==> src/rtl/cfg_pkg.sv <==
// Shared definitions for the sensor configuration LUT sequencer:
// the state encoding, the table terminator and the LUT word layout.
package cfg_pkg;

  typedef enum logic [3:0] {
    ST_IDLE,
    ST_DELAY,
    ST_FETCH,
    ST_WR,
    ST_RD,
    ST_RETRY,
    ST_NEXT,
    ST_DONE,
    ST_FAIL
  } cfg_state_e;

  // A table entry with this register address ends the sequence.
  localparam logic [15:0] CFG_END_ADDR = 16'hffff;

  // LUT word layout: [24] unused, [23:8] register address, [7:0] data.
  localparam int LUT_ADDR_MSB = 23;
  localparam int LUT_ADDR_LSB = 8;
  localparam int LUT_DATA_MSB = 7;
  localparam int LUT_DATA_LSB = 0;

  function automatic logic is_terminator(input logic [15:0] addr);
    return addr == CFG_END_ADDR;
  endfunction

endpackage

==> src/rtl/cfg_delay_cnt.sv <==
// Loadable down-counter for the power-up settle delay. Once loaded with N
// and enabled, done is high during the N-th enabled cycle, so the caller
// spends exactly N cycles waiting. A load of 0 behaves like a load of 1.
module cfg_delay_cnt
  import cfg_pkg::*;
#(
  parameter int WIDTH = 32
) (
  input  logic             clk,
  input  logic             rst_n,
  input  logic             load,
  input  logic [WIDTH-1:0] load_val,
  input  logic             en,
  output logic             done
);

  logic [WIDTH-1:0] count;

  // Count down from the loaded value while enabled, holding at zero.
  always_ff @(posedge clk or negedge rst_n) begin
    if (!rst_n) begin
      count <= '0;
    end else if (load) begin
      count <= load_val;
    end else if (en && (count != '0)) begin
      count <= count - WIDTH'(1);
    end
  end

  assign done = en && (count <= WIDTH'(1));

endmodule

==> src/rtl/lut_cfg_sequencer.sv <==
// Walks the sensor configuration LUT from index 0 and turns each
// {address, data} entry into a register write on the SCCB/I2C master,
// optionally reading it back for comparison. Failed entries are retried;
// the sequence ends in DONE (terminator or last index) or FAIL.
//
// Master handshake: i2c_req is a level held with i2c_rd/i2c_addr/i2c_wdata
// stable until the cycle i2c_ack is sampled high; it drops on the following
// cycle and stays low for at least one cycle before the next request. An
// i2c_ack that arrives while i2c_req is low is ignored.
module lut_cfg_sequencer
  import cfg_pkg::*;
#(
  parameter logic [31:0] INIT_DELAY_CYCLES = 32'd1_000_000,
  parameter logic [9:0]  LUT_MAX           = 10'd1023,
  parameter int          MAX_RETRY         = 3,
  parameter logic        VERIFY_EN         = 1'b0
) (
  input  logic        clk,
  input  logic        rst_n,
  input  logic        start,
  output logic [9:0]  lut_index,
  input  logic [24:0] lut_data,
  output logic        i2c_req,
  output logic        i2c_rd,
  output logic [15:0] i2c_addr,
  output logic [7:0]  i2c_wdata,
  input  logic        i2c_ack,
  input  logic        i2c_err,
  input  logic [7:0]  i2c_rdata,
  output logic        cfg_busy,
  output logic        cfg_done,
  output logic        cfg_error,
  output logic [9:0]  err_index
);

  localparam logic [9:0] RETRY_LIMIT = 10'(MAX_RETRY);

  cfg_state_e  state;
  cfg_state_e  state_nxt;
  logic [15:0] entry_addr;
  logic [7:0]  entry_data;
  logic [9:0]  retry_cnt;
  logic        req_q;
  logic        delay_load;
  logic        delay_done;
  logic        xfer_ack;
  logic        retry_left;
  logic [15:0] lut_addr;
  logic [7:0]  lut_wdata;
  logic        lut_unused_bit;

  assign lut_addr       = lut_data[LUT_ADDR_MSB:LUT_ADDR_LSB];
  assign lut_wdata      = lut_data[LUT_DATA_MSB:LUT_DATA_LSB];
  assign lut_unused_bit = lut_data[24];

  // Only an acknowledge that lands on an outstanding request counts.
  assign xfer_ack   = req_q && i2c_ack;
  assign retry_left = retry_cnt < RETRY_LIMIT;

  cfg_delay_cnt #(
    .WIDTH(32)
  ) u_delay (
    .clk     (clk),
    .rst_n   (rst_n),
    .load    (delay_load),
    .load_val(INIT_DELAY_CYCLES),
    .en      (state == ST_DELAY),
    .done    (delay_done)
  );

  // State register.
  always_ff @(posedge clk or negedge rst_n) begin
    if (!rst_n) begin
      state <= ST_IDLE;
    end else begin
      state <= state_nxt;
    end
  end

  // Next-state decode; entering DELAY also reloads the settle counter.
  always_comb begin
    state_nxt  = state;
    delay_load = 1'b0;
    case (state)
      ST_IDLE: begin
        state_nxt  = ST_DELAY;
        delay_load = 1'b1;
      end
      ST_DELAY: begin
        if (delay_done) state_nxt = ST_FETCH;
      end
      ST_FETCH: begin
        state_nxt = is_terminator(lut_addr) ? ST_DONE : ST_WR;
      end
      ST_WR: begin
        if (xfer_ack) begin
          if (i2c_err)        state_nxt = ST_RETRY;
          else if (VERIFY_EN) state_nxt = ST_RD;
          else                state_nxt = ST_NEXT;
        end
      end
      ST_RD: begin
        if (xfer_ack) begin
          if (i2c_err || (i2c_rdata != entry_data)) state_nxt = ST_RETRY;
          else                                      state_nxt = ST_NEXT;
        end
      end
      ST_RETRY: begin
        state_nxt = retry_left ? ST_WR : ST_FAIL;
      end
      ST_NEXT: begin
        state_nxt = (lut_index == LUT_MAX) ? ST_DONE : ST_FETCH;
      end
      ST_DONE, ST_FAIL: begin
        if (start) begin
          state_nxt  = ST_DELAY;
          delay_load = 1'b1;
        end
      end
      default: state_nxt = ST_IDLE;
    endcase
  end

  // Entry latch, index/retry bookkeeping and the request level. The request
  // is cleared on the acknowledge edge, so a WR->RD hand-over still leaves
  // one low cycle before the read is requested.
  always_ff @(posedge clk or negedge rst_n) begin
    if (!rst_n) begin
      lut_index  <= '0;
      entry_addr <= '0;
      entry_data <= '0;
      retry_cnt  <= '0;
      err_index  <= '0;
      req_q      <= 1'b0;
    end else begin
      req_q <= ((state_nxt == ST_WR) || (state_nxt == ST_RD)) && !xfer_ack;
      if (state == ST_FETCH) begin
        entry_addr <= lut_addr;
        entry_data <= lut_wdata;
      end
      if (delay_load) begin
        lut_index <= '0;
        retry_cnt <= '0;
      end else if (state == ST_NEXT) begin
        retry_cnt <= '0;
        if (lut_index != LUT_MAX) lut_index <= lut_index + 10'd1;
      end else if (state == ST_RETRY) begin
        if (retry_left) retry_cnt <= retry_cnt + 10'd1;
        else            err_index <= lut_index;
      end
    end
  end

  assign i2c_req   = req_q;
  assign i2c_rd    = (state == ST_RD);
  assign i2c_addr  = entry_addr;
  assign i2c_wdata = entry_data;
  assign cfg_busy  = (state != ST_IDLE) && (state != ST_DONE) && (state != ST_FAIL);
  assign cfg_done  = (state == ST_DONE);
  assign cfg_error = (state == ST_FAIL);

endmodule

==> config.mk <==
export PLATFORM = sky130hd
export DESIGN_NAME = lut_cfg_sequencer
export DESIGN_NICKNAME = d
export VERILOG_FILES = /design/src/rtl/cfg_pkg.sv /design/src/rtl/cfg_delay_cnt.sv /design/src/rtl/lut_cfg_sequencer.sv
export SDC_FILE = /design/constraint.sdc
export NUM_CORES = 1
export LEC_CHECK = 0
export CAP_MARGIN = 20
export CORE_MARGIN = 2
export CORE_UTILIZATION = 40
export CTS_BUF_LIST = sky130_fd_sc_hd__clkbuf_2
export CTS_CLUSTER_SIZE = 28
export DETAILED_ROUTE_END_ITERATION = 10
export DONT_BUFFER_PORTS = 1
export PLACE_DENSITY = 0.6
export SETUP_SLACK_MARGIN = 0.15
export SYNTH_ARGS = -nofsm -noshare
export SYNTH_HDL_FRONTEND = slang
export SYNTH_SLANG_ARGS = --single-unit
export TNS_END_PERCENT = 10
==> constraint.sdc <==
create_clock -name clk -period 2.8 [get_ports clk]
set_input_delay 0.42 -clock clk [delete_from_list [all_inputs] [get_ports clk]]
set_output_delay 0.42 -clock clk [all_outputs]
set_load 0.01 [all_outputs]
==> flow_metrics.py <==
metrics = {
    "status": {
        "outcome": "complete, no violations",
    },
    "timing": {
        "max-slew-margin-rel": 0.5453,
        "setup_viol": 0,
        "hold_viol_final": 0,
        "tightest_slew_ps": 664.9,
        "tns_ps": 0,
        "period_needed_ps": 2627,
        "rsz0062_at_grt": "yes",
        "period_share": 0.9381,
        "finalClockSkew_ps": 35.06,
        "holdWs_ps": 116.3,
        "max_freq_mhz": 380.7,
        "maxSlewViolCount": 0,
        "final.setup.worst_slack_ps": 173.2,
    },
    "critical_path": {
        "cp.required_ps": 3290,
        "path_max_fanout": 10,
        "end_kind": "register",
        "critical_path_class": "register to register",
        "crit_path_start_kind": "register",
        "reg2reg_setup_slack_ps": 170,
        "cp.arrival_ps": 3120,
    },
    "floorplan": {
        "start_util": 0.4060,
        "die_h_um": 108.4,
        "rows": 38,
        "dieArea_um2": 11760,
        "die_width_um": 108.4,
        "ios": 87,
        "core-area_um2": 10750,
    },
    "logic_synthesis": {
        "ys.flop_type": "dfrtp_1",
        "yosys_warnings": 0,
        "ys_top_cells_by_area": "dfrtp_1, mux2_2, xor2_1, nor2_1, xnor2_1",
        "syn-num-nets": 436,
        "synth_top_cells_by_count": "dfrtp_1, nor2_1, mux2_2",
        "synth_top_area_frac": 0.5219,
        "syn_area_per_cell_um2": 11.10,
        "synth-edff-count": 0,
        "synth_top_area_cell": "dfrtp_1",
        "synthCells": 393,
        "yosysSeqAreaShare": 0.5219,
        "yosysMostFrequentCell": "dfrtp_1",
        "ys_types": 49,
        "synth_area_um2": 4363,
        "synth-seq-cells": 91,
        "async_flop_share": 1.000,
    },
    "placed_design": {
        "dp_hpwl_mm": 6.052,
        "pre_cts_ws_ps": 242.2,
        "dp.cells": 532,
        "port_buffers": 0,
        "place_congestion": 0.7843,
    },
    "cts": {
        "clk_pin_slew_worst_paths_ps": 270,
        "cts_max_path_buffers": 2,
        "htreeDepth": 3,
        "clkLatencyLatePin_ps": 560,
        "cts_sinks": 91,
        "cts_inserted_buffers": 9,
        "cts_root_buffer": "clkbuf_2",
        "cts_tree": "yes",
    },
    "drt": {
        "ant_nets": 0,
        "drc": 0,
        "initialDrtViolationCount": 201,
        "avgViaCountPerCell": 5.476,
        "vias": 3154,
        "routedWlPerCell_um": 15.94,
        "drt_pass1_iterations": 4,
        "wirelength_mm": 9.182,
    },
    "layout": {
        "fin_cells": 576,
        "register_area_um2": 2277,
        "final_nets": 474,
        "layout-drive-gt1-share": 0.1881,
        "multi_input_area_um2": 2001,
        "fillers": 1020,
        "finalCoreUtilization": 0.4688,
        "n_antenna_cell": 0,
        "syn_to_final_growth_pct": 15.46,
    },
    "pwr": {
        "ir_drop_mv": 0.4929,
        "p_per_area_nw_per_um2": 762.8,
        "p_leak_nw": 2.174,
    },
    "global_route": {
        "grt_max_degree": 92,
        "grtUsageTotal": 0.1590,
        "grt_pass1_vias": 3145,
        "grt_first_pass_wirelength_mm": 14.78,
        "grt_overflow": 0,
        "antenna_found_initial": 0,
    },
    "run": {
        "maxCapViolCount": 0,
    },
    "worst_hold_path": {
        "hold_path_class": "primary input to register",
    },
}
==> worst max-delay path: stages (launching register included) <==
cell	delay, ps
dfrtp_1	540
or4b_4	590
nor4_4	270
nand2_2	90
or4b_4	560
nor4_1	290
mux2i_1	220
==> placed cells by master, fill, tap and decap left out, types with 3 or more instances in the layout <==
master         instances
dfrtp_1               91
nor2_1                37
mux2_2                34
dlygate4sd3_1         26
nand2_1               21
buf_4                 18
xor2_1                17
nand3_1               16
xnor2_1               15
a21oi_1               12
o21ai_0               11
and3_1                11
nor4_1                 9
clkbuf_2               9
or3_1                  8
nor3_1                 7
or4_1                  6
nand4_1                5
o211ai_1               5
inv_1                  5
mux2i_1                5
ha_1                   5
nand2b_1               4
and4_1                 4
o311ai_0               4
o31ai_1                4
or2_2                  3
nand4b_1               3
and2_1                 3
o41ai_1                3
inv_6                  3
==> stage by stage <==
stage / power (W) / area [um2]
6_report: 0.003842 / 5037
5_1_grt: 0.004073 / 5037
4_1_cts: 0.003865 / 5024
3_5_place_dp: 0.003028 / 4593
3_3_place_gp: 0.002996 / 4593
2_1_floorplan: 0.002729 / 4363
==> metal layers <==
metal,vias up,GRT usage,part of all wire
met5,-,0,0
met3,13,0.03858,0.040
met2,65,0.2513,0.50
met1,1568,0.2125,0.45
li1,1508,-,-
met4,0,0.05952,0.015
==> power breakdown <==
group          leakage [nW]  internal, W  switching, W  total, W
Clock                0.0810     0.000302      0.000465  0.000768
Sequential             1.17      0.00160      0.000340   0.00194
Combinational         0.920     0.000548      0.000589   0.00114
==> final cells by class <==
| type | instances | share of cell area |
|---|---|---|
| inverters | 5 | 0.003726 |
| flip-flops and latches | 91 | 0.4521 |
| repair buffers | 45 | 0.08395 |
| clock inverters | 7 | 0.01937 |
| well taps | 140 | 0.03477 |
| clock buffers | 9 | 0.008942 |
| multi-input cells | 279 | 0.3972 |
==> cells by family (layout without fill, tap and decap cells) <==
kind of cell / count (synthesis) / in the layout / share of synthesized area
buffers and inverters: 23 / 66 / 0.02208
multiplexers: 39 / 39 / 0.09923
AND/OR/NAND/NOR: 154 / 154 / 0.2042
adder cells (fa/ha/maj): 5 / 5 / 0.01434
AO/OA/AOI/OAI: 49 / 49 / 0.07399
XOR/XNOR: 32 / 32 / 0.06424
flip-flops: 91 / 91 / 0.5219
==> state kept, by name (all words and copies together) (netlist names) <==
name,count
u_delay.count,32
i2c_wdata,8
i2c_req,1
i2c_addr,16
err_index,10
lut_index,10
retry_cnt,10
state,4
==> final timing paths <==
path,from,to,cells after the start
min in group asynchronous,rst_n,i2c_wdata[0],2
min reg2reg,u_delay.count[25],u_delay.count[25],1
min,lut_data[18],state[2],2
max in group asynchronous,rst_n,u_delay.count[25],2
max,state[3],u_delay.count[25],6
max reg2reg,state[3],u_delay.count[25],6
==> what timing repair did <==
action,4_1_cts,5_1_grt
endpoints found under the setup margin,0,14
hold buffers,27,0
gates resized for setup,0,2
setup buffers,0,1
endpoints found under the hold margin,116,0
(Power assumes the default switching activity.)
